### config.mk
export PLATFORM = sky130hd
export DESIGN_NAME = riscv_bif_arb_flat
export DESIGN_NICKNAME = d
export VERILOG_FILES = /design/src/rtl/riscv_bif_arb_if.sv /design/src/rtl/riscv_bif_arb.sv /design/src/flat_wrapper.sv
export SDC_FILE = /design/constraint.sdc
export NUM_CORES = 1
export LEC_CHECK = 0
export ABC_AREA = 1
export CAP_MARGIN = 10
export CORE_AREA = 4 4 105 107
export CTS_CLUSTER_SIZE = 30
export DETAILED_ROUTE_END_ITERATION = 7
export DIE_AREA = 0 0 109 111
export HOLD_SLACK_MARGIN = 0.15
export PLACE_DENSITY = 0.67
export SLEW_MARGIN = 30
export SYNTH_ARGS = -nofsm -noshare
export SYNTH_HDL_FRONTEND = slang
export SYNTH_SLANG_ARGS = --single-unit
### constraint.sdc
create_clock -name clk -period 1.8 [get_ports clk]
set_input_delay 0.54 -clock clk [delete_from_list [all_inputs] [get_ports clk]]
set_output_delay 0.54 -clock clk [all_outputs]
set_load 0.03 [all_outputs]
### src/rtl/riscv_bif_arb_if.sv
// riscv_bif_arb_if: signal bundle for the riscv_bif_arb arbiter.
//
// Carries both requester ports (ibif_*, dbif_*) and the shared memory
// port (mem_*). Every port uses a rdy/ack handshake: rdy and its fields
// are held until a one-cycle ack, and rdata is valid only with ack.
//
// Modports:
//   master - the arbiter's view. It receives requests from fetch/data,
//            returns their acks and data, and drives the memory bus as
//            its master.
//   slave  - the environment's view: the fetch unit, the data-side unit
//            and the memory that answers the bus.
interface riscv_bif_arb_if;
  // instruction fetch requester
  logic        ibif_rdy;
  logic [31:0] ibif_addr;
  logic        ibif_ack;
  logic [31:0] ibif_rdata;

  // data-side requester
  logic        dbif_rdy;
  logic [31:0] dbif_addr;
  logic        dbif_rnw;
  logic [31:0] dbif_wdata;
  logic [3:0]  dbif_wmask;
  logic        dbif_ack;
  logic [31:0] dbif_rdata;

  // shared memory bus
  logic        mem_rdy;
  logic [31:0] mem_addr;
  logic        mem_rnw;
  logic [31:0] mem_wdata;
  logic [3:0]  mem_wmask;
  logic        mem_ack;
  logic [31:0] mem_rdata;

  modport master (
    input  ibif_rdy, ibif_addr,
    output ibif_ack, ibif_rdata,
    input  dbif_rdy, dbif_addr, dbif_rnw, dbif_wdata, dbif_wmask,
    output dbif_ack, dbif_rdata,
    output mem_rdy, mem_addr, mem_rnw, mem_wdata, mem_wmask,
    input  mem_ack, mem_rdata
  );

  modport slave (
    output ibif_rdy, ibif_addr,
    input  ibif_ack, ibif_rdata,
    output dbif_rdy, dbif_addr, dbif_rnw, dbif_wdata, dbif_wmask,
    input  dbif_ack, dbif_rdata,
    input  mem_rdy, mem_addr, mem_rnw, mem_wdata, mem_wmask,
    output mem_ack, mem_rdata
  );
endinterface

### src/rtl/riscv_bif_arb.sv
// riscv_bif_arb: two-master arbiter sharing one memory bus between
// instruction fetch (ibif) and the memory stage (dbif).
//
// One master owns the bus per transaction. Data wins by fixed priority,
// except that after STARVE_MAX consecutive data grants made while fetch
// was waiting, fetch is forced to win the next arbitration. After every
// mem_ack the bus returns to IDLE for one turnaround cycle.
//
// Parameters:
//   STARVE_MAX - data grants tolerated while fetch waits (1..15)
//   CNT_W      - starvation counter width, must hold STARVE_MAX
//
// Ports:
//   clk     - clock
//   rst     - synchronous reset, active-high
//   bif     - requester and memory bus bundle (arbiter side)
//   grant_d - registered: current or last owner was the data side
module riscv_bif_arb #(
  parameter int unsigned STARVE_MAX = 4,
  parameter int unsigned CNT_W      = 4
) (
  input  logic                  clk,
  input  logic                  rst,
  riscv_bif_arb_if.master       bif,
  output logic                  grant_d
);

  typedef enum logic [1:0] {
    IDLE  = 2'd0,
    GNT_I = 2'd1,
    GNT_D = 2'd2
  } state_t;

  localparam logic [CNT_W-1:0] STARVE_LIM = CNT_W'(STARVE_MAX);

  state_t           state_q, state_d;
  logic [CNT_W-1:0] starve_q, starve_d;
  logic             fetch_forced;

  // Fetch is forced only when it is actually waiting and data has
  // already won STARVE_MAX times in a row against it.
  assign fetch_forced = bif.ibif_rdy && (starve_q >= STARVE_LIM);

  always_comb begin
    state_d  = state_q;
    starve_d = starve_q;
    unique case (state_q)
      IDLE: begin
        if (bif.dbif_rdy && !fetch_forced) begin
          state_d = GNT_D;
          if (bif.ibif_rdy && (starve_q < STARVE_LIM)) begin
            starve_d = starve_q + CNT_W'(1);
          end
        end else if (bif.ibif_rdy) begin
          state_d  = GNT_I;
          starve_d = '0;
        end
      end
      GNT_I, GNT_D: begin
        if (bif.mem_ack) begin
          state_d = IDLE;
        end
      end
      default: begin
        state_d = IDLE;
      end
    endcase
  end

  always_ff @(posedge clk) begin
    if (rst) begin
      state_q  <= IDLE;
      starve_q <= '0;
      grant_d  <= 1'b0;
    end else begin
      state_q  <= state_d;
      starve_q <= starve_d;
      // Grants are only ever entered from IDLE.
      if (state_q == IDLE && state_d == GNT_D) begin
        grant_d <= 1'b1;
      end else if (state_q == IDLE && state_d == GNT_I) begin
        grant_d <= 1'b0;
      end
    end
  end

  // Bus fields follow the owning master combinationally so that a
  // request reaches mem_rdy in the cycle after arbitration.
  always_comb begin
    bif.mem_rdy   = 1'b0;
    bif.mem_addr  = '0;
    bif.mem_rnw   = 1'b1;
    bif.mem_wdata = '0;
    bif.mem_wmask = '0;
    bif.ibif_ack  = 1'b0;
    bif.dbif_ack  = 1'b0;
    unique case (state_q)
      GNT_I: begin
        bif.mem_rdy  = bif.ibif_rdy;
        bif.mem_addr = bif.ibif_addr;
        // A reset in the same cycle abandons the transaction, so the
        // master must not see it complete.
        bif.ibif_ack = bif.mem_ack && !rst;
      end
      GNT_D: begin
        bif.mem_rdy   = bif.dbif_rdy;
        bif.mem_addr  = bif.dbif_addr;
        bif.mem_rnw   = bif.dbif_rnw;
        bif.mem_wdata = bif.dbif_wdata;
        bif.mem_wmask = bif.dbif_wmask;
        bif.dbif_ack  = bif.mem_ack && !rst;
      end
      default: begin
      end
    endcase
  end

  assign bif.ibif_rdata = bif.mem_rdata;
  assign bif.dbif_rdata = bif.mem_rdata;

endmodule

### src/flat_wrapper.sv
// flat-port wrapper written by rule: the top's interface ports become plain ports
module riscv_bif_arb_flat 
#(
  parameter int unsigned STARVE_MAX = 4,
  parameter int unsigned CNT_W      = 4
)
  (clk, rst, grant_d, bif_ibif_rdy, bif_ibif_addr, bif_ibif_ack, bif_ibif_rdata, bif_dbif_rdy, bif_dbif_addr, bif_dbif_rnw, bif_dbif_wdata, bif_dbif_wmask, bif_dbif_ack, bif_dbif_rdata, bif_mem_rdy, bif_mem_addr, bif_mem_rnw, bif_mem_wdata, bif_mem_wmask, bif_mem_ack, bif_mem_rdata);
  riscv_bif_arb_if bif_i ();
  input  logic clk;
  input  logic rst;
  output logic grant_d;
  input wire logic [$bits(bif_i.ibif_rdy)-1:0] bif_ibif_rdy;
  input wire logic [$bits(bif_i.ibif_addr)-1:0] bif_ibif_addr;
  output wire logic [$bits(bif_i.ibif_ack)-1:0] bif_ibif_ack;
  output wire logic [$bits(bif_i.ibif_rdata)-1:0] bif_ibif_rdata;
  input wire logic [$bits(bif_i.dbif_rdy)-1:0] bif_dbif_rdy;
  input wire logic [$bits(bif_i.dbif_addr)-1:0] bif_dbif_addr;
  input wire logic [$bits(bif_i.dbif_rnw)-1:0] bif_dbif_rnw;
  input wire logic [$bits(bif_i.dbif_wdata)-1:0] bif_dbif_wdata;
  input wire logic [$bits(bif_i.dbif_wmask)-1:0] bif_dbif_wmask;
  output wire logic [$bits(bif_i.dbif_ack)-1:0] bif_dbif_ack;
  output wire logic [$bits(bif_i.dbif_rdata)-1:0] bif_dbif_rdata;
  output wire logic [$bits(bif_i.mem_rdy)-1:0] bif_mem_rdy;
  output wire logic [$bits(bif_i.mem_addr)-1:0] bif_mem_addr;
  output wire logic [$bits(bif_i.mem_rnw)-1:0] bif_mem_rnw;
  output wire logic [$bits(bif_i.mem_wdata)-1:0] bif_mem_wdata;
  output wire logic [$bits(bif_i.mem_wmask)-1:0] bif_mem_wmask;
  input wire logic [$bits(bif_i.mem_ack)-1:0] bif_mem_ack;
  input wire logic [$bits(bif_i.mem_rdata)-1:0] bif_mem_rdata;
  assign bif_i.ibif_rdy = bif_ibif_rdy;
  assign bif_i.ibif_addr = bif_ibif_addr;
  assign bif_ibif_ack = bif_i.ibif_ack;
  assign bif_ibif_rdata = bif_i.ibif_rdata;
  assign bif_i.dbif_rdy = bif_dbif_rdy;
  assign bif_i.dbif_addr = bif_dbif_addr;
  assign bif_i.dbif_rnw = bif_dbif_rnw;
  assign bif_i.dbif_wdata = bif_dbif_wdata;
  assign bif_i.dbif_wmask = bif_dbif_wmask;
  assign bif_dbif_ack = bif_i.dbif_ack;
  assign bif_dbif_rdata = bif_i.dbif_rdata;
  assign bif_mem_rdy = bif_i.mem_rdy;
  assign bif_mem_addr = bif_i.mem_addr;
  assign bif_mem_rnw = bif_i.mem_rnw;
  assign bif_mem_wdata = bif_i.mem_wdata;
  assign bif_mem_wmask = bif_i.mem_wmask;
  assign bif_i.mem_ack = bif_mem_ack;
  assign bif_i.mem_rdata = bif_mem_rdata;
  riscv_bif_arb #(.STARVE_MAX(STARVE_MAX), .CNT_W(CNT_W)) u_core (.clk(clk), .rst(rst), .bif(bif_i), .grant_d(grant_d));
endmodule
==> metrics.txt, run 1 <==
Ant. Diodes=0; Top FF cell, synth=dfxtp_1; total core area=roughly 0.010 mm²; Syn Inst Count=~310; PD cells=roughly 390 mW/mm²; failing checks=setup timing; Num Clock Sinks=7; CTS tree=done; setup ws final=-243 ps; pre-CTS setup slack=-479 ps; most common cell in the netlist=nand2_1; Post-CTS Hold Buffers=0; static leakage=1.87 nW; Final ANT Viol Nets=0; initial core utilization=between 15 and 20%; clock skew=about 3.1 ps; Hold WC Path Type=flip-flop to flip-flop; GRT Total Usage=13.1%; via count=~2300; origin of the worst setup path=u_core.state_q[1]$_SDFF_PP0_; leading area contributor after synthesis=buf_4; CP endpoint kind=primary output; register share of total power=a little over a tenth; Post-Syn Nets=450; Clock power frac=between 10% and 20%; via density per instance=slightly below 4; YS warnings=0; Max Freq=~490 MHz; Synth area leaders=buf_4, nand2_1, inv_1; EDFF count, synth=0; nets=581; Worst VDD drop=a little under 400 µV; initial antenna violation count=0; Tcrit/Tclk final=113%; min-delay src=u_core.starve_q[3]$_SDFFE_PP0P_; register area=about 150 µm²; worst r2r dst=u_core.grant_d$_SDFFE_PP0P_; I/O pin total=275; CP Max Fanout=6; Residual DRC=0; sequential area share after synthesis=about 8.4%; Final HPWL DP=around 6800 µm; clk_lat worst skew=about 220 ps; Die ar.=~0.012 mm²; r2r setup slk=490 ps; synthesized area per cell=5.43 µm²; GP Congestion=between 0.7 and 0.8; Hold Violations, Final=0; Area Growth Syn to Fin=149%; CTS clk-pin slew, worst paths=40 ps; mapped cell area=around 0.0017 mm²; DR WL/cell=14.9 µm; critical setup path kind=flip-flop to primary output; worst-margin pin slew=328 ps; filler instances=1011; Seq cells post-synth=7; CP Data Required Time=1260 ps; largest net degree at the start of global routing=20; die height=111 µm; Post-Layout Cell Count=between 500 and 600; synth unique cells=23; Setup-failing EPs final=between 70 and 80; worst hold endpoint=u_core.starve_q[3]$_SDFFE_PP0P_; Die W=approximately 110 µm; clk buf depth=2; Hold Crit Depth=2; cts bufs inserted=3; remaining global-route overflow=0; Max-Slew Margin vs Limit=around four fifths; PortBufs=178; placed insts=approximately 560; Row Count=37; crit start category=flip-flop; Multi-input gate area=0.00136 mm²; share of the synthesized area in the top cell type=between 20% and 30%; clk root buf=clkbuf_8; reg2reg start=u_core.state_q[0]$_SDFF_PP0_; Tmin final=2040 ps; vias in the first global route=roughly 2500; Gate power share=around three quarters; worst hold slack=~440 ps; first-pass GRT wire length=12700 µm; Pre-antenna DRT Iters=4; H-tree levels=1; 1st-iter DRT viols=54; layout cells sized above 1=47.1%; final WL=approximately 8500 µm; P_sw=~0.7 mW; RSZ-0062 raised after global routing=yes; Max-cap violations=0; Area after DPL=0.00348 mm²; Int Pwr=~0.93 mW; Slew Viols, Final=0; Net Sw Frac=approximately 43%; post-route cell area=roughly 0.0042 mm²; CP arrival=roughly 1500 ps; status=complete, but fails checks; asr flop ratio synth=0%; worst reg-to-reg path cell count=7; top cells by count, synth=nand2_1, buf_4, inv_1
how the worst max path moves through the flow:
stage                       end  slack, ps  cells past startpoint
3_3_place_gp        bif_mem_rnw       -500                      3
2_1_floorplan      bif_dbif_ack        -80                      6
4_1_cts        bif_mem_addr[21]       -260                      6
3_5_place_dp        bif_mem_rnw       -480                      3
6_report        bif_mem_addr[0]       -240                      7
5_1_grt         bif_mem_addr[6]       -310                      7
state kept, by name (all words and copies together), names as in the netlist:
signal / count
u_core.grant_d: 1
u_core.state_q: 2
u_core.starve_q: 4
cells by family (layout without fill, tap and decap cells):
logic type,Yosys count,count (layout),synth area share (%)
AOI/OAI and AO/OA,38,38,12.2
adders and majority gates,5,5,3.75
buffers and inverters,125,255,43.5
xor gates and xnor gates,2,2,1.05
DFF,7,7,8.41
and+or+nand+nor,130,130,31.1
stage by stage:
step	power, mW	TNS, ps	util [%]
final	1.63	-12900	41.0
after CTS	1.62	-13890	40.4
after floorplan	0.982	-719	-
after global routing	1.73	-17700	41.0
after detailed placement	1.21	-8570	34.4
after global placement	1.20	-7590	34.4
power groups by stage:
stage / combinational [mW] / clock [mW] / sequential (mW)
finish: 1.24 / 0.217 / 0.178
CTS: 1.22 / 0.222 / 0.178
global placement: 1.02 / 0 / 0.178
global route: 1.31 / 0.239 / 0.179
detailed placement: 1.03 / 0 / 0.179
floorplan: 0.797 / 0 / 0.184
per-layer routing:
layer,share of wire (%),GRT usage (%),vias up
met5,0,0,-
met4,2.4,3.87,0
met3,7.0,2.33,25
met2,58,26.0,106
met1,33,13.3,1021
li1,-,-,1106
critical path, cell delays in order, from the launching register on:
cell and delay (ps):
dfxtp_4 350, inv_4 60, buf_6 90, ha_4 240, buf_8 160, nand2_2 70
a21oi_2 150, buf_6 150
what timing repair did:
item	CTS	global route
endpoints found under the hold margin	0	0
endpoints found under the setup margin	72	73
pin swaps	18	7
gates cloned	4	0
buffers inserted	1	1
resized for setup	146	31
layout by cell type, fill, tap and decap left out, drive strengths merged, types with 3 or more instances in the layout:
cell type / count
nand2: 114
clkdlybuf4s50: 103
buf: 99
inv: 45
a21oi: 35
nor2: 8
dfxtp: 7
ha: 5
clkbuf: 4
nand3: 3
cell type report:
type	instances	area share, %
inverters	46	4.33
flip-flops and latches	7	3.49
repair buffers	205	54.2
well taps	136	4.09
clock buffers	4	1.08
multi-input cells	175	32.8
Note: power is estimated with default switching activity, not from simulation.
==> inputs of run 2 (changes only) <==
--- a/config.mk
+++ b/config.mk
@@ -7,12 +7,11 @@
 export LEC_CHECK = 0
 export ABC_AREA = 1
 export CAP_MARGIN = 10
-export CORE_AREA = 4 4 105 107
+export CORE_AREA = 2 2 106 108
 export CTS_CLUSTER_SIZE = 30
 export DETAILED_ROUTE_END_ITERATION = 7
-export DIE_AREA = 0 0 109 111
+export DIE_AREA = 0 0 108 110
 export HOLD_SLACK_MARGIN = 0.15
-export PLACE_DENSITY = 0.67
 export SLEW_MARGIN = 30
 export SYNTH_ARGS = -nofsm -noshare
 export SYNTH_HDL_FRONTEND = slang
==> metrics.txt, run 2 (synthesis gave the netlist of run 1 again) <==
largest net degree at the start of global routing=34 (was 20); Die ar.=0.0119 mm² (was 0.0121 mm²); crit-path leading delay family=buffers and inverters (unchanged); failing checks=setup timing (unchanged); CTS tree=done (unchanged); Net Sw Frac=42.0% (was 42.7%); register share of total power=10.5% (was 10.9%); I/O pin total=275 (unchanged); worst-margin pin slew=304 ps (was 328 ps); GP Congestion=0.757 (was 0.754); H-tree levels=1 (unchanged); Row Count=38 (was 37); most common cell after layout, fill and taps aside=clkdlybuf4s50_1 (unchanged); final WL=8580 µm (was 8530 µm); setup TNS=-11950 ps (was -12900 ps); die height=110 µm (was 111 µm); Final Util=38.6% (was 41.0%); Max Freq=494 MHz (was 490 MHz); critical path depth=6 (was 7); total core area=0.0107 mm² (was 0.0101 mm²); worst hold slack=443 ps (was 436 ps); setup ws final=-223 ps (was -243 ps); Tcrit/Tclk final=112% (was 113%); slowest CP cell=dfxtp_4 (unchanged); Worst Path Buf+Inv=4 (unchanged); Pre-antenna DRT Iters=4 (unchanged); Regs by FF count=u_core.starve_q: 4 flops, u_core.state_q: 2 flops, u_core.grant_d: 1 flops (unchanged); GRT Total Usage=12.1% (was 13.1%); Max-cap violations=0 (unchanged); Clock power frac=12.7% (was 13.3%); clk root buf=clkbuf_8 (unchanged); Critical Path, Cell by Cell=inv_2 -> ha_4 -> clkinv_8 -> buf_12 -> a21oi_4 -> buf_12 (was inv_4 -> buf_6 -> ha_4 -> buf_8 -> nand2_2 -> a21oi_2 -> buf_6); CP arrival=1480 ps (was 1500 ps); CTS clk-pin slew, worst paths=40 ps (about the same); Residual DRC=0 (unchanged); min-delay src=u_core.starve_q[3]$_SDFFE_PP0P_ (unchanged); Ant. Diodes=0 (unchanged); most used cell along the critical path=buf_12 (was buf_6); cts bufs inserted=3 (unchanged); Gate power share=76.7% (was 75.8%); via count=2301 (was 2258); layout cells sized above 1=41.8% (was 47.1%); status=complete, but fails checks (unchanged); Slew Viols, Final=0 (unchanged); Setup-failing EPs final=72 (unchanged); Worst VDD drop=659 µV (was 391 µV); vias in the first global route=2257 (was 2461); PD cells=407 mW/mm² (was 392 mW/mm²); max reg flops=4 (unchanged); first-pass GRT wire length=11400 µm (was 12700 µm); 1st-iter DRT viols=70 (was 54); crit start category=flip-flop (unchanged); critical setup path kind=flip-flop to primary output (unchanged); Area Growth Syn to Fin=148% (was 149%); static leakage=1.82 nW (was 1.87 nW); CP Data Required Time=1260 ps (about the same); Die W=108 µm (was 109 µm); r2r setup slk=450 ps (was 490 ps); nets=589 (was 581); Hold Violations, Final=0 (unchanged); Max-Slew Margin vs Limit=79.7% (was 78.1%); RSZ-0062 raised after global routing=yes (unchanged); Num Clock Sinks=7 (unchanged); commonest cells after routing, fill and taps aside=clkdlybuf4s50_1, nand2_1, buf_6 (unchanged); initial core utilization=15.6% (was 16.4%); DR WL/cell=14.7 µm (was 14.9 µm); Final ANT Viol Nets=0 (unchanged); P_sw=0.707 mW (was 0.697 mW); origin of the worst setup path=u_core.state_q[1]$_SDFF_PP0_ (unchanged); via density per instance=3.93 (was 3.94); Int Pwr=0.976 mW (was 0.934 mW); worst reg-to-reg path cell count=8 (was 7); Final HPWL DP=6240 µm (was 6770 µm); Hold Crit Depth=2 (unchanged); remaining global-route overflow=0 (unchanged); CP endpoint kind=primary output (unchanged); CP Max Fanout=6 (unchanged); clock skew=3.72 ps (was 3.12 ps); register name with the most flops=u_core.starve_q (unchanged); Tmin final=2020 ps (was 2040 ps); Hold WC Path Type=flip-flop to flip-flop (unchanged); PortBufs=178 (unchanged); clk_lat worst skew=220 ps (about the same); crit-path max cell delay=340 ps (was 350 ps); initial antenna violation count=0 (unchanged); reg2reg start=u_core.state_q[1]$_SDFF_PP0_ (was u_core.state_q[0]$_SDFF_PP0_); clk buf depth=2 (unchanged)
run 2: what timing repair did:
action,4_1_cts,5_1_grt
gates resized for setup,93,26
endpoints found under the setup margin,72,72
gates cloned,5,5
pin swaps,2,2
buffers inserted,3,6
hold buffers,0,0
run 2: worst reg2reg max path: cells and delay by family, from the launching register on:
family,cells,cell delay (ps)
and+or+nand+nor,3,250
buffers and inverters,2,180
AOI/OAI and AO/OA,2,160
DFF,1,340
adders and majority gates,1,310
run 2: path summary, 6_finish.rpt:
| check | endpoint |
|---|---|
| max reg2reg | u_core.grant_d$_SDFFE_PP0P_ |
| min reg2reg | u_core.starve_q[3]$_SDFFE_PP0P_ |
| max | bif_mem_addr[5] |
| min | u_core.starve_q[3]$_SDFFE_PP0P_ |
run 2: area by class of cell:
| type | instances | area (µm²) |
|---|---|---|
| inverter | 46 | 188 |
| tap | 140 | 175 |
| timing repair buffer | 213 | 2330 |
| clock buffer | 4 | 45.0 |
| multi-input combinational | 175 | 1250 |
| fill | 1119 | 6560 |
| sequential | 7 | 145 |
run 2: stage by stage:
| stage | area [µm²] | std cells | total power, mW | worst slack (ps) |
|---|---|---|---|---|
| global placement | 3450 | 562 | 1.18 | -489 |
| floorplan | 2050 | 307 | 0.982 | -77.2 |
| CTS | 3940 | 574 | 1.62 | -223 |
| finish | 4130 | 585 | 1.68 | -223 |
| detailed placement | 3450 | 562 | 1.19 | -470 |
| global route | 4130 | 585 | 1.78 | -265 |
run 2: layer usage:
metal  vias up  GRT usage [%]  part of all wire, %
li1       1124              -                    -
met1      1059           13.4                   38
met2       101           23.0                   52
met3        17           3.29                  8.6
met4         0           2.66                  1.5
met5         -              0                    0
run 2: power by group through the flow:
stage                     logic [mW]  clock network (mW)  registers, mW
after floorplan                0.797                   0          0.184
final                           1.29               0.215          0.177
after CTS                       1.22               0.221          0.177
after global routing            1.37               0.229          0.179
after detailed placement        1.01                   0          0.179
after global placement          1.00                   0          0.178
==> inputs of run 3 (changes only) <==
--- a/config.mk
+++ b/config.mk
@@ -7,11 +7,13 @@
 export LEC_CHECK = 0
 export ABC_AREA = 1
 export CAP_MARGIN = 10
-export CORE_AREA = 2 2 106 108
+export CELL_PAD_IN_SITES_DETAIL_PLACEMENT = 0
+export CELL_PAD_IN_SITES_GLOBAL_PLACEMENT = 1
+export CORE_UTILIZATION = 11
 export CTS_CLUSTER_SIZE = 30
 export DETAILED_ROUTE_END_ITERATION = 7
-export DIE_AREA = 0 0 108 110
-export HOLD_SLACK_MARGIN = 0.15
+export HOLD_SLACK_MARGIN = 0.03
+export PLACE_DENSITY = 0.79
 export SLEW_MARGIN = 30
 export SYNTH_ARGS = -nofsm -noshare
 export SYNTH_HDL_FRONTEND = slang
==> metrics.txt, run 3 (synthesis gave the netlist of run 1 again) <==
Max-Slew Margin vs Limit=78.5% (was 79.7%); first-pass GRT wire length=12600 µm (was 11400 µm); met3 WL=812 µm (was 738 µm); Pre-antenna DRT Iters=6 (was 4); clk root buf=clkbuf_16 (was clkbuf_8); reg2reg start=u_core.state_q[1]$_SDFF_PP0_ (unchanged); I/O pin total=275 (unchanged); CP endpoint kind=primary output (unchanged); 1st-iter DRT viols=82 (was 70); Num Clock Sinks=7 (unchanged); final WL=8370 µm (was 8580 µm); Max Freq=486 MHz (was 494 MHz); GRT Total Usage=9.94% (was 12.1%); CP arrival=1520 ps (was 1480 ps); max reg flops=4 (unchanged); Hold Violations, Final=0 (unchanged); largest net degree at the start of global routing=21 (was 34); nets=589 (unchanged); clk_lat worst skew=230 ps (was 220 ps); initial antenna violation count=0 (unchanged); layout cells sized above 1=53.3% (was 41.8%); post-route cell area=0.00461 mm² (was 0.00413 mm²); Multi-input gate area=0.00147 mm² (was 0.00125 mm²); via count=2343 (was 2301); register name with the most flops=u_core.starve_q (unchanged); die height=125 µm (was 110 µm); clock skew=2.81 ps (was 3.72 ps); Tcrit/Tclk final=114% (was 112%); status=complete, but fails checks (unchanged); DR WL/cell=13.3 µm (was 14.7 µm); wire length on met2=4360 µm (was 4460 µm); Row Count=44 (was 38); Setup-failing EPs final=72 (unchanged); most common cell after layout, fill and taps aside=clkdlybuf4s50_1 (unchanged); critical setup path kind=flip-flop to primary output (unchanged); CP Max Fanout=7 (was 6); cts bufs inserted=3 (unchanged); Die W=125 µm (was 108 µm); Area Growth Syn to Fin=177% (was 148%); Post-Layout Cell Count=629 (was 585); crit start category=flip-flop (unchanged); total core area=0.0146 mm² (was 0.0107 mm²); commonest cells after routing, fill and taps aside=clkdlybuf4s50_1, nand2_1, buf_6 (unchanged); vias in the first global route=2535 (was 2257); CTS clk-pin slew, worst paths=40 ps (about the same); Regs by FF count=u_core.starve_q: 4 flops, u_core.state_q: 2 flops, u_core.grant_d: 1 flops (unchanged); Tmin final=2060 ps (was 2020 ps); Residual DRC=46 (was 0); Final Util=31.5% (was 38.6%); Final HPWL DP=5500 µm (was 6240 µm); Die ar.=0.0156 mm² (was 0.0119 mm²); Slew Viols, Final=0 (unchanged); register area=145 µm² (unchanged); GP Congestion=0.684 (was 0.757); initial core utilization=11.4% (was 15.6%); RSZ-0062 raised after global routing=yes (unchanged); uppermost routed layer=met4 (unchanged); Max-cap violations=0 (unchanged); min-delay src=u_core.starve_q[3]$_SDFFE_PP0P_ (unchanged); setup ws final=-256 ps (was -223 ps); via density per instance=3.72 (was 3.93); remaining global-route overflow=0 (unchanged); Ant. Diodes=0 (unchanged); H-tree levels=1 (unchanged); CTS tree=done (unchanged); worst-margin pin slew=322 ps (was 304 ps); clk buf depth=2 (unchanged); Area after DPL=0.00351 mm² (was 0.00345 mm²); failing checks=DRC, setup timing (was setup timing); static leakage=2.05 nW (was 1.82 nW); filler instances=1507 (was 1119); DRT met1 WL=3110 µm (was 3250 µm); origin of the worst setup path=u_core.state_q[0]$_SDFF_PP0_ (was u_core.state_q[1]$_SDFF_PP0_); placed insts=607 (was 562); PD cells=435 mW/mm² (was 407 mW/mm²); Hold WC Path Type=flip-flop to flip-flop (unchanged); Worst VDD drop=548 µV (was 659 µV); CP Data Required Time=1260 ps (about the same); PortBufs=178 (unchanged); Final ANT Viol Nets=0 (unchanged)
## run 3: changes by cell type in the layout (fill, tap and decap cells not counted), sizes merged
cell / before / now
buf: 104 / 106
dlygate4sd2: 1 / 3
clkbuf: 7 / 5
clkdlybuf4s50: 104 / 102
## run 3: per-stage QoR
| stage | setup TNS, ps | worst slack, ps | hold WS (ps) | power [mW] |
|---|---|---|---|---|
| after global routing | -17450 | -315 | 452 | 2.11 |
| final | -13460 | -256 | 442 | 2.01 |
| after floorplan | -719 | -77.2 | 419 | 0.982 |
| after detailed placement | -8000 | -470 | 438 | 1.20 |
| after CTS | -13030 | -251 | 443 | 1.95 |
| after global placement | -6500 | -492 | 429 | 1.18 |
## run 3: report_power, final
group	leakage, nW	switching, mW	internal (mW)
clock	0.0382	0.0836	0.295
combinational	1.96	0.710	0.737
sequential	0.0584	0.0121	0.169
total	2.05	0.806	1.20
## run 3: path summary, 6_finish.rpt
check / to / slack (ps) / cells past startpoint
hold / removal: u_core.starve_q[3]$_SDFFE_PP0P_ / 440 / 2
hold reg to reg: u_core.starve_q[3]$_SDFFE_PP0P_ / 440 / 2
setup reg to reg: u_core.grant_d$_SDFFE_PP0P_ / 400 / 8
setup / recovery: bif_mem_addr[28] / -260 / 7
## run 3: layout make-up
cell class,count,share of cell area [%]
timing repair buffer,213,53.9
inverter,46,4.34
sequential,7,3.15
multi-input combinational,175,32.0
clock buffer,4,1.71
tap,184,4.99
## run 3: routing by layer
layer | vias up | global-route usage, %
li1 | 1129 | -
met1 | 1052 | 10.8
met2 | 150 | 18.6
met3 | 12 | 3.08
met4 | 0 | 2.44
met5 | - | 0
## run 3: repair_timing
item / in CTS / in global routing
gates resized for setup: 182 / 50
setup buffers: 7 / 4
cloned: 7 / 1
hold buffers: 0 / 0
pin swaps: 5 / 4
setup endpoints to repair: 72 / 73
## run 3: critical path, cell delays in order (launching register included)
cell,delay [ps]
dfxtp_2,320
inv_4,80
ha_4,220
buf_12,140
clkbuf_16,150
nand2_1,90
a21oi_4,130
buf_6,140
